`config.mk`:
```
export PLATFORM = sky130hd
export DESIGN_NAME = ml_accel_seq
export DESIGN_NICKNAME = d
export VERILOG_FILES = /design/src/rtl/ml_accel_pkg.sv /design/src/rtl/ml_job_fifo.sv /design/src/rtl/ml_accel_seq.sv
export SDC_FILE = /design/constraint.sdc
export NUM_CORES = 1
export LEC_CHECK = 0
export BUFFER_PORTS_ARGS = -buffer_cell sky130_fd_sc_hd__buf_4
export CORE_ASPECT_RATIO = 1.5
export CORE_MARGIN = 2
export CORE_UTILIZATION = 61
export DETAILED_ROUTE_END_ITERATION = 10
export GPL_ROUTABILITY_DRIVEN = 0
export GPL_TIMING_DRIVEN = 1
export PLACE_DENSITY = 0.88
export SYNTH_ARGS = -nofsm -noshare
export SYNTH_HDL_FRONTEND = slang
export SYNTH_SLANG_ARGS = --single-unit
export TNS_END_PERCENT = 1
```
`constraint.sdc`:
```
create_clock -name clk -period 12.2 [get_ports clk]
set_clock_uncertainty 0.2 [all_clocks]
set_input_delay 2.44 -clock clk [delete_from_list [all_inputs] [get_ports clk]]
set_output_delay 2.44 -clock clk [all_outputs]
set_load 0.01 [all_outputs]
```
`src/rtl/ml_accel_pkg.sv`:
```
// Shared definitions for the ml_accel job sequencer: accelerator register map,
// FSM state encoding and descriptor sizing.
package ml_accel_pkg;

   localparam logic [5:0] ACC_A0     = 6'h00;
   localparam logic [5:0] ACC_B0     = 6'h10;
   localparam logic [5:0] ACC_CTRL   = 6'h20;
   localparam logic [5:0] ACC_RESULT = 6'h24;

   typedef enum logic [2:0] {
      ST_IDLE  = 3'd0,
      ST_LOAD  = 3'd1,
      ST_START = 3'd2,
      ST_WAIT  = 3'd3,
      ST_WB    = 3'd4
   } state_e;

   // A descriptor packs {src_a, src_b, dst}.
   function automatic int desc_w(input int aw);
      return 3 * aw;
   endfunction

endpackage

```
`src/rtl/ml_job_fifo.sv`:
```
// Job descriptor queue: synchronous FIFO with registered full/empty flags.
module ml_job_fifo #(
   parameter int W     = 96,
   parameter int DEPTH = 4
) (
   input  logic         clk,
   input  logic         rst_n,
   input  logic         wr_en,
   input  logic [W-1:0] wr_data,
   output logic         full,
   input  logic         rd_en,
   output logic [W-1:0] rd_data,
   output logic         empty
);

   localparam int PW = $clog2(DEPTH);

   logic [W-1:0] mem_q [DEPTH];
   logic [PW:0]  wptr_q, wptr_d, rptr_q, rptr_d;
   logic         full_q, full_d, empty_q, empty_d;
   logic         do_wr_s, do_rd_s;

   always_comb begin
      do_wr_s = wr_en && !full_q;
      do_rd_s = rd_en && !empty_q;
      wptr_d  = do_wr_s ? wptr_q + {{PW{1'b0}}, 1'b1} : wptr_q;
      rptr_d  = do_rd_s ? rptr_q + {{PW{1'b0}}, 1'b1} : rptr_q;
      // Extra pointer MSB distinguishes full from empty when indices match.
      empty_d = (wptr_d == rptr_d);
      full_d  = (wptr_d[PW] != rptr_d[PW]) && (wptr_d[PW-1:0] == rptr_d[PW-1:0]);
   end

   always_ff @(posedge clk or negedge rst_n) begin
      if (!rst_n) begin
         wptr_q  <= '0;
         rptr_q  <= '0;
         full_q  <= 1'b0;
         empty_q <= 1'b1;
      end else begin
         wptr_q  <= wptr_d;
         rptr_q  <= rptr_d;
         full_q  <= full_d;
         empty_q <= empty_d;
      end
   end

   always_ff @(posedge clk) begin
      if (do_wr_s) begin
         mem_q[wptr_q[PW-1:0]] <= wr_data;
      end
   end

   assign rd_data = mem_q[rptr_q[PW-1:0]];
   assign full    = full_q;
   assign empty   = empty_q;

endmodule

```
`src/rtl/ml_accel_seq.sv`:
```
// Job sequencer for the ml_accel dot-product coprocessor: fetches operands,
// programs and starts the accelerator, and writes the result back to memory.
module ml_accel_seq
   import ml_accel_pkg::*;
#(
   parameter int AW      = 32,
   parameter int QDEPTH  = 4,
   parameter int TIMEOUT = 16
) (
   input  logic          clk,
   input  logic          rst_n,
   input  logic          job_valid,
   output logic          job_ready,
   input  logic [AW-1:0] job_src_a,
   input  logic [AW-1:0] job_src_b,
   input  logic [AW-1:0] job_dst,
   output logic          mem_req,
   output logic          mem_we,
   output logic [AW-1:0] mem_addr,
   output logic [31:0]   mem_wdata,
   input  logic [31:0]   mem_rdata,
   output logic          acc_w_en,
   output logic          acc_r_en,
   output logic [5:0]    acc_addr,
   output logic [31:0]   acc_w_data,
   input  logic [31:0]   acc_r_data,
   input  logic          acc_done,
   output logic          busy,
   output logic          job_done,
   output logic          err,
   input  logic          err_clr,
   output logic [15:0]   jobs_cnt
);

   localparam int DW = desc_w(AW);
   localparam int TW = $clog2(TIMEOUT + 1);

   state_e        state_q, state_d;
   logic [3:0]    k_q, k_d;
   logic [TW-1:0] wcnt_q, wcnt_d;
   logic [AW-1:0] src_a_q, src_a_d, src_b_q, src_b_d, dst_q, dst_d;
   logic          err_q, err_d;
   logic [15:0]   jobs_cnt_q, jobs_cnt_d;
   logic          fifo_full_s, fifo_empty_s, pop_s;
   logic [DW-1:0] fifo_dout_s;
   logic [2:0]    km1_s;

   ml_job_fifo #(.W(DW), .DEPTH(QDEPTH)) u_fifo (
      .clk     (clk),
      .rst_n   (rst_n),
      .wr_en   (job_valid),
      .wr_data ({job_src_a, job_src_b, job_dst}),
      .full    (fifo_full_s),
      .rd_en   (pop_s),
      .rd_data (fifo_dout_s),
      .empty   (fifo_empty_s)
   );

   always_comb begin
      state_d    = state_q;
      k_d        = k_q;
      wcnt_d     = wcnt_q;
      src_a_d    = src_a_q;
      src_b_d    = src_b_q;
      dst_d      = dst_q;
      jobs_cnt_d = jobs_cnt_q;
      pop_s      = 1'b0;
      err_d      = err_clr ? 1'b0 : err_q;
      case (state_q)
         ST_IDLE: begin
            if (!fifo_empty_s) begin
               pop_s                      = 1'b1;
               {src_a_d, src_b_d, dst_d}  = fifo_dout_s;
               k_d                        = 4'd0;
               state_d                    = ST_LOAD;
            end else begin
               state_d = ST_IDLE;
            end
         end
         ST_LOAD: begin
            if (k_q == 4'd8) begin
               state_d = ST_START;
            end else begin
               k_d = k_q + 4'd1;
            end
         end
         ST_START: begin
            wcnt_d  = '0;
            state_d = ST_WAIT;
         end
         ST_WAIT: begin
            // A timeout set wins over a simultaneous err_clr.
            if (acc_done) begin
               state_d = ST_WB;
            end else if (wcnt_q == TW'(TIMEOUT - 1)) begin
               err_d   = 1'b1;
               state_d = ST_IDLE;
            end else begin
               wcnt_d = wcnt_q + TW'(1);
            end
         end
         ST_WB: begin
            jobs_cnt_d = jobs_cnt_q + 16'd1;
            state_d    = ST_IDLE;
         end
         default: state_d = ST_IDLE;
      endcase
   end

   always_ff @(posedge clk or negedge rst_n) begin
      if (!rst_n) begin
         state_q    <= ST_IDLE;
         k_q        <= 4'd0;
         wcnt_q     <= '0;
         src_a_q    <= '0;
         src_b_q    <= '0;
         dst_q      <= '0;
         err_q      <= 1'b0;
         jobs_cnt_q <= 16'd0;
      end else begin
         state_q    <= state_d;
         k_q        <= k_d;
         wcnt_q     <= wcnt_d;
         src_a_q    <= src_a_d;
         src_b_q    <= src_b_d;
         dst_q      <= dst_d;
         err_q      <= err_d;
         jobs_cnt_q <= jobs_cnt_d;
      end
   end

   // Bus strobes decode purely from state flops, so reset drops them at once.
   always_comb begin
      mem_req    = 1'b0;
      mem_we     = 1'b0;
      mem_addr   = '0;
      mem_wdata  = 32'd0;
      acc_w_en   = 1'b0;
      acc_r_en   = 1'b0;
      acc_addr   = 6'd0;
      acc_w_data = 32'd0;
      job_done   = 1'b0;
      km1_s      = k_q[2:0] - 3'd1;
      case (state_q)
         ST_LOAD: begin
            if (!k_q[3]) begin
               mem_req  = 1'b1;
               mem_addr = (k_q[2] ? src_b_q : src_a_q) + AW'({k_q[1:0], 2'b00});
            end else begin
               mem_req  = 1'b0;
               mem_addr = '0;
            end
            if (k_q != 4'd0) begin
               acc_w_en   = 1'b1;
               acc_addr   = (km1_s[2] ? ACC_B0 : ACC_A0) + {2'b00, km1_s[1:0], 2'b00};
               acc_w_data = mem_rdata;
            end else begin
               acc_w_en   = 1'b0;
               acc_addr   = 6'd0;
               acc_w_data = 32'd0;
            end
         end
         ST_START: begin
            acc_w_en   = 1'b1;
            acc_addr   = ACC_CTRL;
            acc_w_data = 32'd1;
         end
         ST_WB: begin
            acc_r_en  = 1'b1;
            acc_addr  = ACC_RESULT;
            mem_req   = 1'b1;
            mem_we    = 1'b1;
            mem_addr  = dst_q;
            mem_wdata = acc_r_data;
            job_done  = 1'b1;
         end
         default: job_done = 1'b0;
      endcase
   end

   assign job_ready = !fifo_full_s;
   assign busy      = (state_q != ST_IDLE) || !fifo_empty_s;
   assign err       = err_q;
   assign jobs_cnt  = jobs_cnt_q;

endmodule

```
==> summary.txt <==
Run status
  – Status: finished clean

Critical path
  – CP max stage cell: or4_1
  – Worst path arrival time: roughly 4.2 ns
  – Crit path largest cell delay: 0.67 ns
  – R2r startpoint: state_q[0]
  – Critical path fanouts, max: 70
  – Worst path cell trace: buf_4 > mux2_2 > ha_1 > fa_1 > a21boi_2 > nand4_1 > or4_1 > a31o_1 > buf_4
  – Data required time of the worst path: 9.56 ns
  – Startpoint types: flip-flop
  – Worst setup startpoint: k_q[2]
  – Worst setup path class: reg -> out
  – Critical path endpoint category: primary output
  – CP most frequent cell: buf_4

Die
  – Die height: about 230 um
  – Num rows: 83
  – Core area: 34300 um2
  – Initial Util: 0.619
  – Width of the die: about 160 um
  – Top Ports: 291
  – Die footprint: 36300 um2

Logic synthesis
  – Post-synth top area share: 0.543
  – Post-synth ARST share: 0.257
  – Post-synth EDFFs: roughly 380
  – Post-synthesis sequential area ratio: 0.700
  – Area contributors post-synth: edfxtp_1, dfrtp_1, mux4_2
  – Synth Area per Inst: 17.9 um2
  – Top FF cell, synth: edfxtp_1
  – Post-Synthesis Cells: 1186
  – Synth Warn #: 0
  – #FFs+latches synth: 517
  – Post-synth cell types: 61
  – Mapped Area: 21200 um2
  – Synth area leader: edfxtp_1

Clock network
  – Num CTS Buffers: 46
  – Clock sinks: roughly 520
  – Latest clock arrival within the worst-skew pair: 0.56 ns
  – CTS clk-pin slew, worst paths: 0.06 ns
  – CTS Hold Bufs: 0
  – PostCTS Resize Cnt: 0
  – Clock Tree Buf Depth: 3
  – Setup bufs post-CTS: 0
  – H-Tree Depth: 2
  – CTS tree: done
  – Root Driver: clkbuf_16

Placement
  – Inst Count DP: roughly 1.8k
  – Placement Cell Area: 23800 um2
  – Placed wire-length estimate: 30100 um
  – Pre-CTS WS: around 6 ns
  – Buffers added on ports: 288

Detailed routing
  – Vias: around 12k
  – Detailed-route DRC error count: 0
  – 1st-iter DRT viols: 820
  – Total Routed Length: slightly below 50000 um
  – Routed Antenna Nets: 0
  – Drt pass-1 iters: 5
  – DR vias/cell: 6.12
  – Routed length per placed instance: between 20 and 25 um

Min path
  – Hold crit path type: reg -> reg
  – Hold Startpoint: jobs_cnt[15]

Final layout
  – Most common cell after layout, fill and taps aside: edfxtp_1
  – Non-filler cells, final: 1939
  – Layout cells sized above 1: 0.400
  – Final core occ: 0.741
  – Most frequent cells in the layout: edfxtp_1, buf_4, dfrtp_1, mux2_2, mux4_2
  – Final instance area: 25400 um2
  – Final nets: 1649
  – Synth-to-layout area growth: 19.6%

Power and ir drop
  – Comb power frac: 0.339
  – Clock Power Share: 0.241
  – Sw Ratio: 0.316
  – P_int: 4.31 mW
  – Switch Pwr: 1.99 mW
  – Sequential power share: 0.420
  – Leak pwr: 9.42 nW
  – Total power: ~6.3 mW
  – Maximum vdd drop: 0.153 mV
  – Pwr/cell area: 248 nW/um2

GRT
  – Initial antenna violation count: 6
  – Vias in the first global route: 12.3k
  – First-pass GRT wire length: 72300 um
  – Largest net degree at the start of global routing: 75
  – Gr usage total: 0.268
  – Grt ovf: 0

Timing
  – Unrepaired setup endpoints after global routing: no
  – Period minus WS final: 6.81 ns
  – Fmax: 147 MHz
  – Worst Max-Slew Pin Slew: 1.12 ns
  – Slew Limit Headroom: 0.254
  – Crit share post-route: 0.558
  – Final setup vio count: 0
  – WHS: about 0.28 ns
  – Slew Limit Fails: 0
  – Setup TNS: 0 ns
  – Crit path setup slack, layout: between 5 and 6 ns
  – Final hold vios: 0

Flow run
  – MaxCap Viol Count: 0
-- sequential cells by signal, summed over array words and instances, names as in the netlist --
name / cells
err: 1
src_b_q: 32
u_fifo.rptr_q: 3
state_q: 3
wcnt_q: 5
u_fifo.empty: 1
u_fifo.full: 1
dst_q: 32
u_fifo.mem_q: 384
u_fifo.wptr_q: 3
jobs_cnt: 16
k_q: 4
src_a_q: 32
-- synthesized netlist by cell type, types with 4 or more instances --
cell        n
buf_2      21
buf_1       8
xor2_1     14
mux2i_1    24
nand3b_1   15
a22o_1      9
a21o_1      4
or4_1       4
inv_1      13
and2_1     69
edfxtp_1  384
nor2b_1     5
xnor2_1    25
a21oi_1     7
mux4_2     96
nand3_1    26
o31ai_1     6
nor2_1     15
o21ai_0    31
nand4_1    13
mux2_2    106
a32o_1      6
dfrtp_1   132
or3_1       4
ha_1       12
buf_4       4
nand2_1    49
clkbuf_1   31
nand2b_1    5
-- worst paths after layout --
check,slack [ns],endpoint,cells after the start
worst max-delay path,5.39,mem_addr[28],9
worst min register to register,0.28,jobs_cnt[15],1
worst max register to register,8.72,u_fifo.empty,7
worst min-delay path,0.28,jobs_cnt[15],1
min in group asynchronous,1.70,jobs_cnt[12],1
max in group asynchronous,8.63,u_fifo.rptr_q[0],2
-- critical path: cells and delay by family (launching register included) --
kind            cells  cell delay, ns
simple gates        2            1.18
compound gates      2            0.59
buf+inv             2            0.77
mux                 1            0.31
fa+ha+maj           2            0.41
flops               1            0.34
-- power groups by stage --
stage	Sequential, mW	Clock [mW]	Combinational (mW)
3_3_place_gp	2.62	0	2.07
3_5_place_dp	2.66	0	2.13
2_1_floorplan	2.56	0	1.49
4_1_cts	2.64	1.54	2.16
6_report	2.64	1.52	2.14
5_1_grt	2.68	1.61	2.29
-- cells by family after synthesis --
group / synth area share
and+or+nand+nor: 0.0615
muxes: 0.170
AOI/OAI and AO/OA: 0.0275
adders and majority gates: 0.00802
other: 0.000177
buffers and inverters: 0.0166
DFF: 0.700
xor gates and xnor gates: 0.0161
-- cell type report --
type / count / area [um2]
fill: 1964 / 8880
clock inverter: 25 / 322
antenna: 6 / 15.0
multi-input combinational: 591 / 6040
sequential: 517 / 14900
tap: 425 / 532
clock buffer: 60 / 1280
inverter: 13 / 51.3
timing repair buffer: 302 / 2270
-- per-layer routing --
metal,GRT usage,vias to the layer above,routed length [um]
li1,-,5175,-
met1,0.322,6020,17400
met2,0.474,547,25600
met3,0.0425,118,2970
met4,0.127,0,2310
met5,0,-,0
Power figures use the tool's default switching activity.
